$ cat src/rtl/fft_pkg.sv
// Shared constants and FSM encodings for the FFT frame scheduler.
// Default frame and timing values; the top module turns them into overridable parameters.
package fft_pkg;

  localparam int DEF_N_PTS    = 16;
  localparam int DEF_CNT_W    = 5;
  localparam int DEF_CORE_LAT = 9;
  localparam int DEF_SP_HOLD  = 4;
  localparam int DEF_FRM_W    = 8;

  typedef enum logic [1:0] {
    IN_FILL = 2'd0,
    IN_FULL = 2'd1,
    IN_HOLD = 2'd2
  } in_state_t;

  typedef enum logic [1:0] {
    O_IDLE  = 2'd0,
    O_RUN   = 2'd1,
    O_DRAIN = 2'd2
  } out_state_t;

endpackage

$ cat src/rtl/fft_sched_cnt.sv
// Up-counter with enable, sync clear and terminal-count flag.
// It wraps to zero on the enabled cycle where it sits at MAX.
module fft_sched_cnt #(
  parameter int W   = 5,
  parameter int MAX = 15
) (
  input  logic         clk,
  input  logic         rst,
  input  logic         clr,
  input  logic         en,
  output logic [W-1:0] cnt,
  output logic         tc
);

  localparam logic [W-1:0] MAX_V = W'(MAX);

  assign tc = (cnt == MAX_V);

  always_ff @(posedge clk) begin
    if (rst || clr) begin
      cnt <= '0;
    end else if (en) begin
      cnt <= tc ? '0 : cnt + W'(1);
    end
  end

endmodule

$ cat src/rtl/fft_frame_sched.sv
// Frame-level scheduler for the 16-point FFT: paces s_p fill, core start and p_s drain.
// Handshake: a transfer happens on a side exactly when valid & ready are high in the same cycle.
module fft_frame_sched
  import fft_pkg::*;
#(
  parameter int N_PTS    = DEF_N_PTS,
  parameter int CNT_W    = DEF_CNT_W,
  parameter int CORE_LAT = DEF_CORE_LAT,
  parameter int SP_HOLD  = DEF_SP_HOLD,
  parameter int FRM_W    = DEF_FRM_W
) (
  input  logic             clk,
  input  logic             rst,
  input  logic             flush,
  input  logic             in_valid,
  output logic             in_ready,
  output logic             sp_shift_en,
  output logic             core_start,
  output logic             ps_load,
  output logic             out_valid,
  input  logic             out_ready,
  output logic             out_last,
  output logic             ps_shift_en,
  output logic             busy,
  output logic [FRM_W-1:0] frame_cnt,
  output in_state_t        dbg_in_state,
  output out_state_t       dbg_out_state,
  output logic [CNT_W-1:0] dbg_in_cnt,
  output logic [CNT_W-1:0] dbg_out_cnt,
  output logic [CNT_W-1:0] dbg_hold_cnt,
  output logic [CNT_W-1:0] dbg_lat_cnt
);

  in_state_t        in_state, in_state_nxt;
  out_state_t       out_state, out_state_nxt;
  logic [CNT_W-1:0] in_cnt, out_cnt, hold_cnt, lat_cnt;
  logic             in_tc, out_tc, hold_tc, lat_tc;

  assign sp_shift_en = in_valid & in_ready;
  assign ps_shift_en = out_valid & out_ready;
  // busy comes from registered state only, so out_ready never reaches in_ready.
  assign busy        = (out_state != O_IDLE);

  fft_sched_cnt #(.W(CNT_W), .MAX(N_PTS - 1)) u_in_cnt (
    .clk (clk),
    .rst (rst),
    .clr (flush),
    .en  (sp_shift_en),
    .cnt (in_cnt),
    .tc  (in_tc)
  );

  fft_sched_cnt #(.W(CNT_W), .MAX(SP_HOLD - 1)) u_hold_cnt (
    .clk (clk),
    .rst (rst),
    .clr (flush),
    .en  (in_state == IN_HOLD),
    .cnt (hold_cnt),
    .tc  (hold_tc)
  );

  fft_sched_cnt #(.W(CNT_W), .MAX(CORE_LAT - 1)) u_lat_cnt (
    .clk (clk),
    .rst (rst),
    .clr (flush),
    .en  (out_state == O_RUN),
    .cnt (lat_cnt),
    .tc  (lat_tc)
  );

  fft_sched_cnt #(.W(CNT_W), .MAX(N_PTS - 1)) u_out_cnt (
    .clk (clk),
    .rst (rst),
    .clr (flush),
    .en  (ps_shift_en),
    .cnt (out_cnt),
    .tc  (out_tc)
  );

  always_ff @(posedge clk) begin
    if (rst || flush) begin
      in_state  <= IN_FILL;
      out_state <= O_IDLE;
    end else begin
      in_state  <= in_state_nxt;
      out_state <= out_state_nxt;
    end
  end

  // Input side: fill s_p, wait for the core to be free, then keep s_p frozen while it is read.
  always_comb begin
    in_state_nxt = in_state;
    in_ready     = 1'b0;
    core_start   = 1'b0;
    case (in_state)
      IN_FILL: begin
        in_ready = 1'b1;
        if (in_valid && in_tc) in_state_nxt = IN_FULL;
      end
      IN_FULL: begin
        if (!busy) begin
          core_start   = ~flush;
          in_state_nxt = IN_HOLD;
        end
      end
      IN_HOLD: begin
        if (hold_tc) in_state_nxt = IN_FILL;
      end
      default: in_state_nxt = IN_FILL;
    endcase
  end

  // Core/output side: wait out the core latency, load p_s, then drain one frame.
  always_comb begin
    out_state_nxt = out_state;
    ps_load       = 1'b0;
    out_valid     = 1'b0;
    out_last      = 1'b0;
    case (out_state)
      O_IDLE: begin
        if (core_start) out_state_nxt = O_RUN;
      end
      O_RUN: begin
        if (lat_tc) begin
          ps_load       = ~flush;
          out_state_nxt = O_DRAIN;
        end
      end
      O_DRAIN: begin
        out_valid = 1'b1;
        out_last  = out_tc;
        if (out_ready && out_tc) out_state_nxt = O_IDLE;
      end
      default: out_state_nxt = O_IDLE;
    endcase
  end

  // A frame aborted by flush in its final accept cycle is not counted.
  always_ff @(posedge clk) begin
    if (rst) begin
      frame_cnt <= '0;
    end else if (!flush && ps_shift_en && out_tc) begin
      frame_cnt <= frame_cnt + FRM_W'(1);
    end
  end

  assign dbg_in_state  = in_state;
  assign dbg_out_state = out_state;
  assign dbg_in_cnt    = in_cnt;
  assign dbg_out_cnt   = out_cnt;
  assign dbg_hold_cnt  = hold_cnt;
  assign dbg_lat_cnt   = lat_cnt;

endmodule

$ cat config.mk
export PLATFORM = sky130hd
export DESIGN_NAME = fft_frame_sched
export DESIGN_NICKNAME = d
export VERILOG_FILES = /design/src/rtl/fft_pkg.sv /design/src/rtl/fft_sched_cnt.sv /design/src/rtl/fft_frame_sched.sv
export SDC_FILE = /design/constraint.sdc
export NUM_CORES = 1
export LEC_CHECK = 0
export CORE_MARGIN = 2
export CORE_UTILIZATION = 42
export DETAILED_ROUTE_END_ITERATION = 10
export HOLD_SLACK_MARGIN = 0.1
export PLACE_DENSITY_LB_ADDON = 0.15
export SETUP_SLACK_MARGIN = 0.02
export SYNTH_ARGS = -nofsm -noshare
export SYNTH_HDL_FRONTEND = slang
export SYNTH_SLANG_ARGS = --single-unit
export TNS_END_PERCENT = 100
$ cat constraint.sdc
create_clock -name clk -period 1.5 [get_ports clk]
set_clock_uncertainty 0.05 [all_clocks]
set_input_delay 0.3 -clock clk [delete_from_list [all_inputs] [get_ports clk]]
set_output_delay 0.3 -clock clk [all_outputs]
set_load 0.01 [all_outputs]
After elaboration in Yosys (flattened, before gate mapping):

Cells that the tools add are included.

* $lt $le $gt $ge: 0
* eq/ne operators: 14
* bitwise operators: 3
* shift-type cells: 0
* div/mod/pow operators: 0
* multiply operators: 0
* add/sub/neg operators: 5
* mux-type cells: 19
* reduce and logical (&&, ||, !) cells: 11

Operators by type and width (number)
* 5-bit by 1-bit adder with 5-bit output (second input constant): 4
* 5-bit two-way mux: 4
* 5-bit by 4-bit equality test with 1-bit output (second input constant): 3
* 2-bit two-way mux: 6
* 2-bit inequality test (second input constant): 6
* 2-bit case mux with 3 select lines: 2
* 8-bit by 1-bit adder with 8-bit output (second input constant): 1
* 1-bit two-way mux: 7
* 3-bit AND reduction: 2
* 5-bit by 2-bit equality test with 1-bit output (second input constant): 1
* 2-bit by 1-bit equality test with 1-bit output (second input constant): 2
* 2-bit equality test (second input constant): 2
* 1-bit logical AND: 4
* 2-bit logical NOT: 2
* 1-bit bitwise AND: 2
* 2-bit nonzero test: 1
* 1-bit logical NOT: 1
* 1-bit logical OR: 1
* 1-bit inverter: 1

* memories kept: 0
* memory bits (writable): 0
* register bits: 32
* word-level logic and storage cells: 59
* bits in read-only memories: 0
* bits in latches: 0

Depth between registers and ports, before layout:

Gate-level depths: netlist of run 1.

* depth in word-level cells: 5
* gate-level depth with buffers: 5
* depth with buffers taken out: 5

By module:

Synthesis of run 1 repeated with hierarchy kept, for this count alone.

* cells, all modules: 175
* area, all modules: 1616.6 um2

By module, submodules not included
* fft_frame_sched: instances 1, area an instance 610.6 um2, cells an instance 72
* fft_sched_cnt (u_in_cnt ...): instances 2, area an instance 232.7 um2, cells an instance 24
* fft_sched_cnt (u_lat_cnt): instances 1, area an instance 277.8 um2, cells an instance 30
* fft_sched_cnt (u_hold_cnt): instances 1, area an instance 262.8 um2, cells an instance 25

Worst setup path before layout of run 1:

Ideal clock, no wire load.

* path type: reg2reg
* start: register u_out_cnt.cnt[0]
* end: register frame_cnt[3]
* setup time: 0.121 ns
* data arrival time: 1.513 ns
* cell stages (with the launch flop): 6
* path slack: -0.184 ns
* path through: dfxtp_1 -> ha_1 -> nand4b_4 -> buf_4 -> nor3_1 -> mux2_2

* longest elaborated chain between the ends: 2

RTL lines
* start, declared: RTL line fft_sched_cnt.sv:11 `output logic [W-1:0] cnt,`
* start signal, assigned: RTL line fft_sched_cnt.sv:23 `cnt <= tc ? '0 : cnt + W'(1);`
* 5-bit by 4-bit equality test with 1-bit output: RTL line fft_sched_cnt.sv:17 `assign tc = (cnt == MAX_V);`
* 1-bit logical AND: RTL line fft_frame_sched.sv:142 `end else if (!flush && ps_shift_en && out_tc) begin`
* end signal, assigned: RTL line fft_frame_sched.sv:143 `frame_cnt <= frame_cnt + FRM_W'(1);`
* end, declared: RTL line fft_frame_sched.sv:25 `output logic [FRM_W-1:0] frame_cnt,`

Every way passes these cells.
A chain may end at the register's enable or synchronous reset.

Final worst setup path of run 1:

* start: register u_lat_cnt.cnt[1]
* end: output port ps_load

* longest elaborated chain between the ends: 3

RTL lines
* start, declared: RTL line fft_sched_cnt.sv:11
* start signal, assigned: RTL line fft_sched_cnt.sv:23
* 5-bit by 4-bit equality test with 1-bit output: RTL line fft_sched_cnt.sv:17
* 1-bit two-way mux: RTL line fft_frame_sched.sv:124 `if (lat_tc) begin`
* 1-bit two-way mux: RTL line fft_frame_sched.sv:119 `case (out_state)`
* end, declared: RTL line fft_frame_sched.sv:19 `output logic ps_load,`

Every way passes these cells.

==> flow_metrics.py, run 1 <==
metrics = {
    "layout": {
        "final_cells": 323,
        "fin_area_sq_um": 2765,
        "area_growth_pct": 74.02,
        "drive_above_1_share_pct": 41.45,
        "antennaDiodeCount": 0,
        "fin_nets": 285,
    },
    "critical_path": {
        "cp_max_fo": 2,
        "r2r_end": "frame_cnt[1]",
        "worstSetupPathType": "reg2out",
        "cp.required_ps": 1150,
        "rrSetupSlack_ps": -50,
        "reg2regPathDepth": 5,
        "critPathLaunchType": "flop",
        "end_kind": "output port",
        "critical_path_arrival_ps": 1370,
        "r2r-start": "dbg_out_state[0]",
    },
    "drt": {
        "post_drt_wl_per_cell_um": 13.74,
        "vias": 1699,
        "drc": 0,
        "drt_first_pass_iters": 4,
        "via_per_inst": 5.260,
        "first_iter_violations": 53,
        "drtAntennaViolNets": 0,
        "wl_um": 4437,
    },
    "run": {
        "drv_cap": 0,
    },
    "clock_tree": {
        "postCtsHoldBufs": 0,
        "cts_buffers": 5,
        "cts_root_buffer": "clkbuf_8",
        "cts_sinks": 32,
        "clkTransAtPathRegs_ps": 70,
        "clock_path_buffers": 2,
        "clkLatencyLatePin_ps": 290,
        "cts_tree": "done",
        "h-tree-depth": 2,
    },
    "floorplan": {
        "initial_core_util_pct": 43.40,
        "dieHeight_um": 65.51,
        "core_sq_um": 3661,
        "die_w_um": 65.51,
        "io_pins": 45,
        "rows": 22,
        "die-area_sq_um": 4292,
    },
    "synthesis": {
        "synth_top_cell_area_share_pct": 40.31,
        "ys_warn_count": 0,
        "synthCells": 181,
        "synth_edf_count": 0,
        "synth-main-ff-cell": "dfxtp_1",
        "synthArstFlopShare_pct": 0,
        "ys_ff_latch": 32,
        "syn-num-nets": 192,
        "yosysMostFrequentCell": "dfxtp_1",
        "synthTopCellsByCount": "dfxtp_1, a21oi_1, nand2_1",
        "synth_top_area_cell": "dfxtp_1",
        "synth.avg_cell_area_sq_um": 8.779,
        "yosys-top-cells-area": "dfxtp_1, a21oi_1, ha_1",
        "yosysSeqAreaShare_pct": 40.31,
        "synth.distinct_cells": 41,
        "syn_area_sq_um": 1589,
    },
    "power": {
        "p_per_area_nw_per_um2": 579.7,
        "power.static_leakage_nw": 1.299,
        "peakVddDrop_v": 0.0004000,
    },
    "grt": {
        "grt_pass1_wl_um": 7424,
        "overflow": 0,
        "grt_usage_pct": 22.24,
        "grt_pass1_vias": 1693,
        "grt_max_degree": 18,
        "antenna_found_initial": 0,
    },
    "sta": {
        "period_needed_ps": 1723,
        "setup_violations": 9,
        "tightest_slew_ps": 371.9,
        "setup_tns_ps": -499.2,
        "max_freq_mhz": 580.5,
        "whs_ps": 426.1,
        "maxSlewHeadroom_pct": 75.21,
        "finalHoldViolCount": 0,
        "rsz0062_at_grt": "yes",
        "maxSlewViolCount": 0,
        "fin_crit_sh_pct": 114.8,
        "fin_ws_ps": -222.6,
    },
    "outcome": {
        "violations": "negative setup slack",
        "status": "finished with violations",
    },
    "hold_path": {
        "min_to": "u_hold_cnt.cnt[1]",
        "hold_start": "u_hold_cnt.cnt[1]",
        "hold_depth": 2,
        "worstHoldPathType": "reg2reg",
    },
    "placed_design": {
        "dpl.cell_count": 304,
        "portBuffers": 44,
        "dp_hpwl_um": 2974,
        "dpl_cell_area_sq_um": 2399,
        "gp_congestion": 0.8011,
    },
}
## worst max-delay path, stage by stage, from the launching register on
cell and delay (ps):
dfxtp_2 320, inv_2 60, ha_4 130, nor4bb_4 210
nand2_1 120, nor2_2 100, buf_2 130
## area by class of cell
class / instances / area [sq um]
fillers: 258 / 895.9
flip-flops and latches: 32 / 668.1
inverters: 6 / 22.52
multi-input cells: 137 / 1119
well taps: 48 / 60.06
repair buffers: 92 / 805.8
clock buffers: 8 / 90.09
## stage by stage
step,setup WS [ps],util (%),power [mW]
2_1_floorplan,-7.711,-,0.8963
3_3_place_gp,-475.8,65.52,0.9338
3_5_place_dp,-500.0,65.52,0.9356
4_1_cts,-250.2,73.00,1.615
5_1_grt,-315.5,75.53,1.670
6_report,-222.6,75.53,1.603
## how the worst max path moves through the flow
stage | startpoint | endpoint | slack, ps | depth (start not counted)
2_1_floorplan | u_out_cnt.cnt[1] | frame_cnt[3] | -8 | 5
3_3_place_gp | flush | core_start | -480 | 3
3_5_place_dp | flush | core_start | -500 | 3
4_1_cts | u_lat_cnt.cnt[1] | ps_load | -250 | 6
5_1_grt | u_lat_cnt.cnt[1] | ps_load | -320 | 6
6_report | u_lat_cnt.cnt[1] | ps_load | -220 | 6
## power by group
part / leakage [nW] / switching (mW) / internal (mW) / total (mW)
clock: 0.0455 / 0.313 / 0.374 / 0.687
combinational: 0.987 / 0.0371 / 0.0313 / 0.0683
sequential: 0.267 / 0.00191 / 0.846 / 0.848
## routing by layer
| layer | up-vias | wire length [um] | track usage [%] |
|---|---|---|---|
| li1 | 839 | - | - |
| met1 | 816 | 1904 | 25.43 |
| met2 | 37 | 2282 | 39.67 |
| met3 | 7 | 167 | 4.795 |
| met4 | 0 | 82 | 9.635 |
| met5 | - | 0 | 0 |
## flip-flops by register name (all words and copies together), names as in the netlist
signal / cells
dbg_out_state: 2
u_lat_cnt.cnt: 5
dbg_in_state: 2
frame_cnt: 8
u_out_cnt.cnt: 5
u_in_cnt.cnt: 5
u_hold_cnt.cnt: 5
## what timing repair did
item	4_1_cts	5_1_grt
gates resized for setup	103	25
gates cloned	2	0
setup buffers	8	4
pin swaps	16	14
endpoints found under the setup margin	50	24
hold endpoints to repair	0	0
## kinds of logic after synthesis
logic type                 count (synthesis)  synth area share, %
DFF                                       32                40.31
and+or+nand+nor                           86                32.44
xor gates and xnor gates                   3                1.654
muxes                                      6                4.173
AOI/OAI and AO/OA                         36                13.54
buffers and inverters                     12                3.149
adders and majority gates                  6                4.724
## cell usage in the layout (no fill, tap or decap), types with 2 or more instances in the layout
cell / n
a21oi_1: 11
a21oi_2: 5
a311oi_1: 2
a41oi_1: 3
buf_2: 5
buf_4: 37
buf_6: 10
buf_8: 2
clkbuf_1: 2
clkbuf_8: 6
clkdlybuf4s15_1: 3
dfxtp_1: 16
dfxtp_2: 13
dfxtp_4: 3
dlygate4sd2_1: 32
ha_1: 3
ha_4: 2
inv_1: 3
inv_2: 3
mux2_4: 5
nand2_1: 16
nand2b_1: 3
nand3_1: 10
nand3b_1: 4
nor2_1: 11
nor2b_1: 9
nor3_4: 3
nor3b_2: 2
nor4_4: 3
o21a_1: 2
o21ai_0: 9
or2_2: 2
or3_1: 4
or4b_4: 2
xnor2_1: 2
Note: power is estimated with default switching activity, not from simulation.
==> inputs of run 2 (changes only) <==
--- a/config.mk
+++ b/config.mk
@@ -10,8 +10,8 @@
 export DETAILED_ROUTE_END_ITERATION = 10
 export HOLD_SLACK_MARGIN = 0.1
 export PLACE_DENSITY_LB_ADDON = 0.15
-export SETUP_SLACK_MARGIN = 0.02
+export SETUP_SLACK_MARGIN = 0.5
 export SYNTH_ARGS = -nofsm -noshare
 export SYNTH_HDL_FRONTEND = slang
 export SYNTH_SLANG_ARGS = --single-unit
-export TNS_END_PERCENT = 100
+export TNS_END_PERCENT = 10
==> flow_metrics.py, run 2 (synthesis results as in run 1) <==
metrics = {
    "drt": {
        "drc": 0,
        "wl_um": 5975,
        "drt_first_pass_iters": 4,
        "drtAntennaViolNets": 0,
        "via_per_inst": 5.644,
        "vias": 1868,
        "post_drt_wl_per_cell_um": 18.05,
        "first_iter_violations": 58,
    },
    "hold_path": {
        "hold_depth": 2,
        "min_to": "u_hold_cnt.cnt[0]",
        "worstHoldPathType": "reg2reg",
        "hold_start": "u_hold_cnt.cnt[0]",
    },
    "layout": {
        "regMostFlops": "frame_cnt",
        "drive_above_1_share_pct": 64.66,
        "final_common_cell": "buf_6",
        "fin_nets": 293,
        "nFillCells": 189,
        "area_growth_pct": 96.14,
        "antennaDiodeCount": 0,
        "most-common-layout-cells": "buf_6, buf_4, dfxtp_4, nand2_1, dfxtp_2",
        "fin_area_sq_um": 3117,
        "largest_reg_flops": 8,
    },
    "critical_path": {
        "critPathLaunchType": "flop",
        "cp.required_ps": 1150,
        "end_kind": "output port",
        "r2r-start": "u_lat_cnt.cnt[0]",
        "r2r_end": "dbg_out_state[1]",
        "critical_path_arrival_ps": 1410,
        "cp_max_fo": 2,
        "worstSetupPathType": "reg2out",
        "reg2regPathDepth": 11,
        "rrSetupSlack_ps": -250,
    },
    "clock_tree": {
        "cts_sinks": 32,
        "clkLatencyLatePin_ps": 290,
        "h-tree-depth": 2,
        "cts_buffers": 5,
        "cts_root_buffer": "clkbuf_8",
        "clock_path_buffers": 2,
        "cts_tree": "done",
        "clkTransAtPathRegs_ps": 70,
    },
    "sta": {
        "whs_ps": 471.2,
        "rsz0062_at_grt": "yes",
        "max_freq_mhz": 567.2,
        "setup_violations": 15,
        "finalHoldViolCount": 0,
        "maxSlewViolCount": 0,
        "tightest_slew_ps": 375.4,
        "maxSlewHeadroom_pct": 74.86,
        "period_needed_ps": 1763,
        "fin_crit_sh_pct": 117.5,
        "fin_ws_ps": -263.0,
    },
    "power": {
        "peakVddDrop_v": 0.0005148,
        "power.static_leakage_nw": 1.292,
        "p_per_area_nw_per_um2": 554.7,
    },
    "run": {
        "drv_cap": 0,
    },
    "grt": {
        "antenna_found_initial": 0,
        "grt_pass1_vias": 1802,
        "grt_max_degree": 15,
        "grt_pass1_wl_um": 8714,
        "grt_usage_pct": 26.71,
        "overflow": 0,
    },
    "placed_design": {
        "dp_hpwl_um": 3294,
        "dpl_cell_area_sq_um": 2451,
        "dp_slack_ps": -545.2,
        "portBuffers": 44,
        "gp_congestion": 0.8091,
    },
    "outcome": {
        "status": "finished with violations",
        "violations": "negative setup slack",
    },
    "floorplan": {
        "io_pins": 45,
        "die_w_um": 65.51,
        "initial_core_util_pct": 43.40,
        "rows": 22,
        "core_sq_um": 3661,
        "dieHeight_um": 65.51,
        "die-area_sq_um": 4292,
    },
}
-- run 2: power breakdown --
part	total [mW]	leakage [nW]	switching (mW)	internal [mW]
clock network	0.811	0.0552	0.319	0.492
logic	0.0880	0.961	0.0476	0.0404
registers	0.829	0.276	0.00397	0.825
-- run 2: cell type report --
cell class	instances	area, sq um	share of cell area [%]
flip-flops and latches	32	710.7	22.80
multi-input cells	137	1240	39.78
clock buffers	6	72.57	2.328
repair buffers	100	973.4	31.23
clock inverters	2	35.03	1.124
well taps	48	60.06	1.927
inverters	6	25.02	0.8029
-- run 2: worst max-delay path, cell delays in order (launching register included) --
cell and delay, ps:
dfxtp_4 360, inv_4 60, ha_4 140, nor4bb_4 230, nand2_2 110, nor2_2 90, buf_2 130
-- run 2: how the worst max path moves through the flow --
stage                                 from          endpoint  slack, ps  depth (start not counted)
after floorplan           dbg_out_state[0]      frame_cnt[6]         50                          4
after global placement               flush        core_start       -530                          3
after detailed placement             flush        core_start       -550                          3
after CTS                 u_lat_cnt.cnt[0]  dbg_out_state[1]       -220                         11
after global routing      u_lat_cnt.cnt[0]  dbg_out_state[1]       -310                         11
final                     u_lat_cnt.cnt[0]           ps_load       -260                          6
-- run 2: what timing repair did --
action	CTS	global route
cloned	0	2
hold buffers	0	0
endpoints found under the setup margin	72	72
buffers inserted	8	11
gates resized for setup	248	32
pin swaps	32	23
-- run 2: per-stage QoR --
step / util, % / setup TNS [ps] / total power, mW / std cells
5_1_grt: 85.13 / -2355 / 1.789 / 331
3_3_place_gp: 66.95 / -9448 / 0.9369 / 302
4_1_cts: 78.57 / -960.8 / 1.742 / 318
6_report: 85.13 / -1545 / 1.729 / 331
3_5_place_dp: 66.95 / -10270 / 0.9394 / 302
2_1_floorplan: - / 0 / 0.8911 / 181
-- run 2: metal layers --
| metal | GRT usage, % | vias to the layer above | routed length, um |
|---|---|---|---|
| li1 | - | 862 | - |
| met1 | 31.68 | 921 | 2461 |
| met2 | 47.32 | 65 | 3093 |
| met3 | 4.966 | 20 | 246 |
| met4 | 10.68 | 0 | 174 |
| met5 | 0 | - | 0 |
==> inputs of run 3 (changes only) <==
==> constraint.sdc (replaced) <==
create_clock -name clk -period 1.5 [get_ports clk]
set_clock_uncertainty 0.05 [all_clocks]
set_input_delay 0.375 -clock clk [delete_from_list [all_inputs] [get_ports clk]]
set_output_delay 0.375 -clock clk [all_outputs]
set_load 0.01 [all_outputs]
==> flow_metrics.py, run 3 (synthesis results as in run 1) <==
metrics = {
    "drt": {
        "drt_first_pass_iters": 4,
        "drtAntennaViolNets": 0,
        "m1WireLength_um": 2362,
        "topRoutingLayerUsed": "met4",
        "first_iter_violations": 111,
        "met3_length_um": 251,
        "drc": 0,
        "post_drt_wl_per_cell_um": 17.63,
        "via_per_inst": 5.551,
        "wl_um": 5853,
        "routed-wl-met2_um": 3119,
        "vias": 1843,
    },
    "layout": {
        "fin_nets": 294,
        "regMostFlops": "frame_cnt",
        "final_common_cell": "buf_6",
        "drive_above_1_share_pct": 60.56,
        "largest_reg_flops": 8,
        "area_growth_pct": 93.31,
        "antennaDiodeCount": 0,
        "most-common-layout-cells": "buf_6, buf_4, dfxtp_2, nand2_1",
    },
    "critical_path": {
        "crit_start": "u_lat_cnt.cnt[0]",
        "critPathLaunchType": "flop",
        "cp_cell_sequence": "inv_2 -> ha_4 -> nor4bb_4 -> nand2_2 -> buf_6 -> buf_6 -> buf_6 -> buf_6 -> buf_6 -> buf_6 -> buf_6 -> a21oi_2",
        "worstSetupPathType": "reg2reg",
        "end_kind": "flop",
        "worst-path-buf-inv": 8,
        "cp_max_fo": 2,
        "critPathSlowestCell": "dfxtp_2",
        "crit_family": "buffers and inverters",
        "cp_common_cell": "buf_6",
        "r2r-start": "u_lat_cnt.cnt[0]",
        "critical_path_arrival_ps": 2090,
        "cp.required_ps": 1660,
        "slowest_delay_ps": 330,
    },
    "power": {
        "p_per_area_nw_per_um2": 569.5,
        "pwr-share-clk_pct": 47.8,
        "power_mw": 1.749,
        "combPwrFrac_pct": 4.5,
        "power.internal_mw": 1.359,
        "p_switching_uw": 389.9,
        "seqPwrFrac_pct": 47.7,
        "peakVddDrop_v": 0.0008598,
        "p_sw_share_pct": 22.29,
        "power.static_leakage_nw": 1.303,
    },
    "placed_design": {
        "dp_hpwl_um": 3197,
        "portBuffers": 44,
        "gp_congestion": 0.8389,
        "dp_slack_ps": -624.9,
    },
    "sta": {
        "max_freq_mhz": 516.9,
        "fin_crit_sh_pct": 129.0,
        "tightest_slew_ps": 380.4,
        "setup_tns_ps": -1872,
        "setup_violations": 14,
        "fin_ws_ps": -434.7,
        "whs_ps": 453.7,
        "maxSlewHeadroom_pct": 74.37,
        "finalHoldViolCount": 0,
        "period_needed_ps": 1935,
        "maxSlewViolCount": 0,
        "rsz0062_at_grt": "yes",
    },
    "hold_path": {
        "worstHoldPathType": "reg2reg",
        "hold_start": "u_hold_cnt.cnt[2]",
    },
    "clock_tree": {
        "cts_buffers": 5,
        "clkLatencyLatePin_ps": 290,
        "h-tree-depth": 2,
        "cts_root_buffer": "clkbuf_8",
        "cts_tree": "done",
        "clock_path_buffers": 2,
        "clkTransAtPathRegs_ps": 70,
        "postCtsHoldBufs": 0,
        "cts_sinks": 32,
    },
    "floorplan": {
        "die-area_sq_um": 4292,
        "initial_core_util_pct": 43.40,
        "io_pins": 45,
        "rows": 22,
        "core_sq_um": 3661,
        "dieHeight_um": 65.51,
        "die_w_um": 65.51,
    },
    "outcome": {
        "status": "finished with violations",
        "violations": "negative setup slack",
    },
    "grt": {
        "antenna_found_initial": 0,
        "grt_usage_pct": 25.18,
        "grt_pass1_vias": 1814,
        "grt_max_degree": 18,
        "overflow": 0,
        "grt_pass1_wl_um": 8300,
    },
    "run": {
        "drv_cap": 0,
    },
}
## run 3: cell types whose count changed in the layout (fill, tap and decap cells not counted), moves of 3 or more
cell     previous run  this run
buf_6              45        52
a21oi_1             7        12
a21oi_2             9         4
dfxtp_2            11        15
buf_4              32        29
dfxtp_4            15        12
## run 3: timing repair
item | CTS | global route
setup endpoints to repair | 72 | 72
cloned | 0 | 1
pin swaps | 29 | 15
resized for setup | 242 | 39
buffers inserted | 12 | 5
## run 3: worst paths after layout
check / end / slack [ps] / cells past startpoint
max: dbg_out_state[1] / -430 / 12
min: u_hold_cnt.cnt[2] / 450 / 1
max reg2reg: dbg_out_state[1] / -430 / 12
min reg2reg: u_hold_cnt.cnt[2] / 450 / 1
## run 3: metal layers
metal,track usage [%],vias up
li1,-,861
met2,44.90,64
met3,4.966,15
met1,29.94,903
met4,8.854,0
met5,0,-
## run 3: power groups by stage
stage | Sequential (mW) | Clock [mW] | Combinational, mW
global route | 0.834 | 0.885 | 0.0853
detailed placement | 0.869 | 0 | 0.0689
CTS | 0.843 | 0.827 | 0.0692
finish | 0.834 | 0.836 | 0.0791
floorplan | 0.870 | 0 | 0.0269
global placement | 0.869 | 0 | 0.0675
## run 3: through the flow
stage | instances | util (%) | instance area (sq um)
global placement | 306 | 67.50 | 2471
floorplan | 181 | - | 1709
finish | 332 | 83.90 | 3072
detailed placement | 306 | 67.50 | 2471
CTS | 326 | 79.29 | 2903
global route | 332 | 83.90 | 3072
## run 3: layout make-up
class,count,area (sq um)
Clock inverter,2,35.03
Tap cell,48,60.06
Clock buffer,6,72.57
Multi-Input combinational cell,137,1187
Timing Repair Buffer,101,989.7
Inverter,6,22.52
Fill cell,194,589.3
Sequential cell,32,704.4
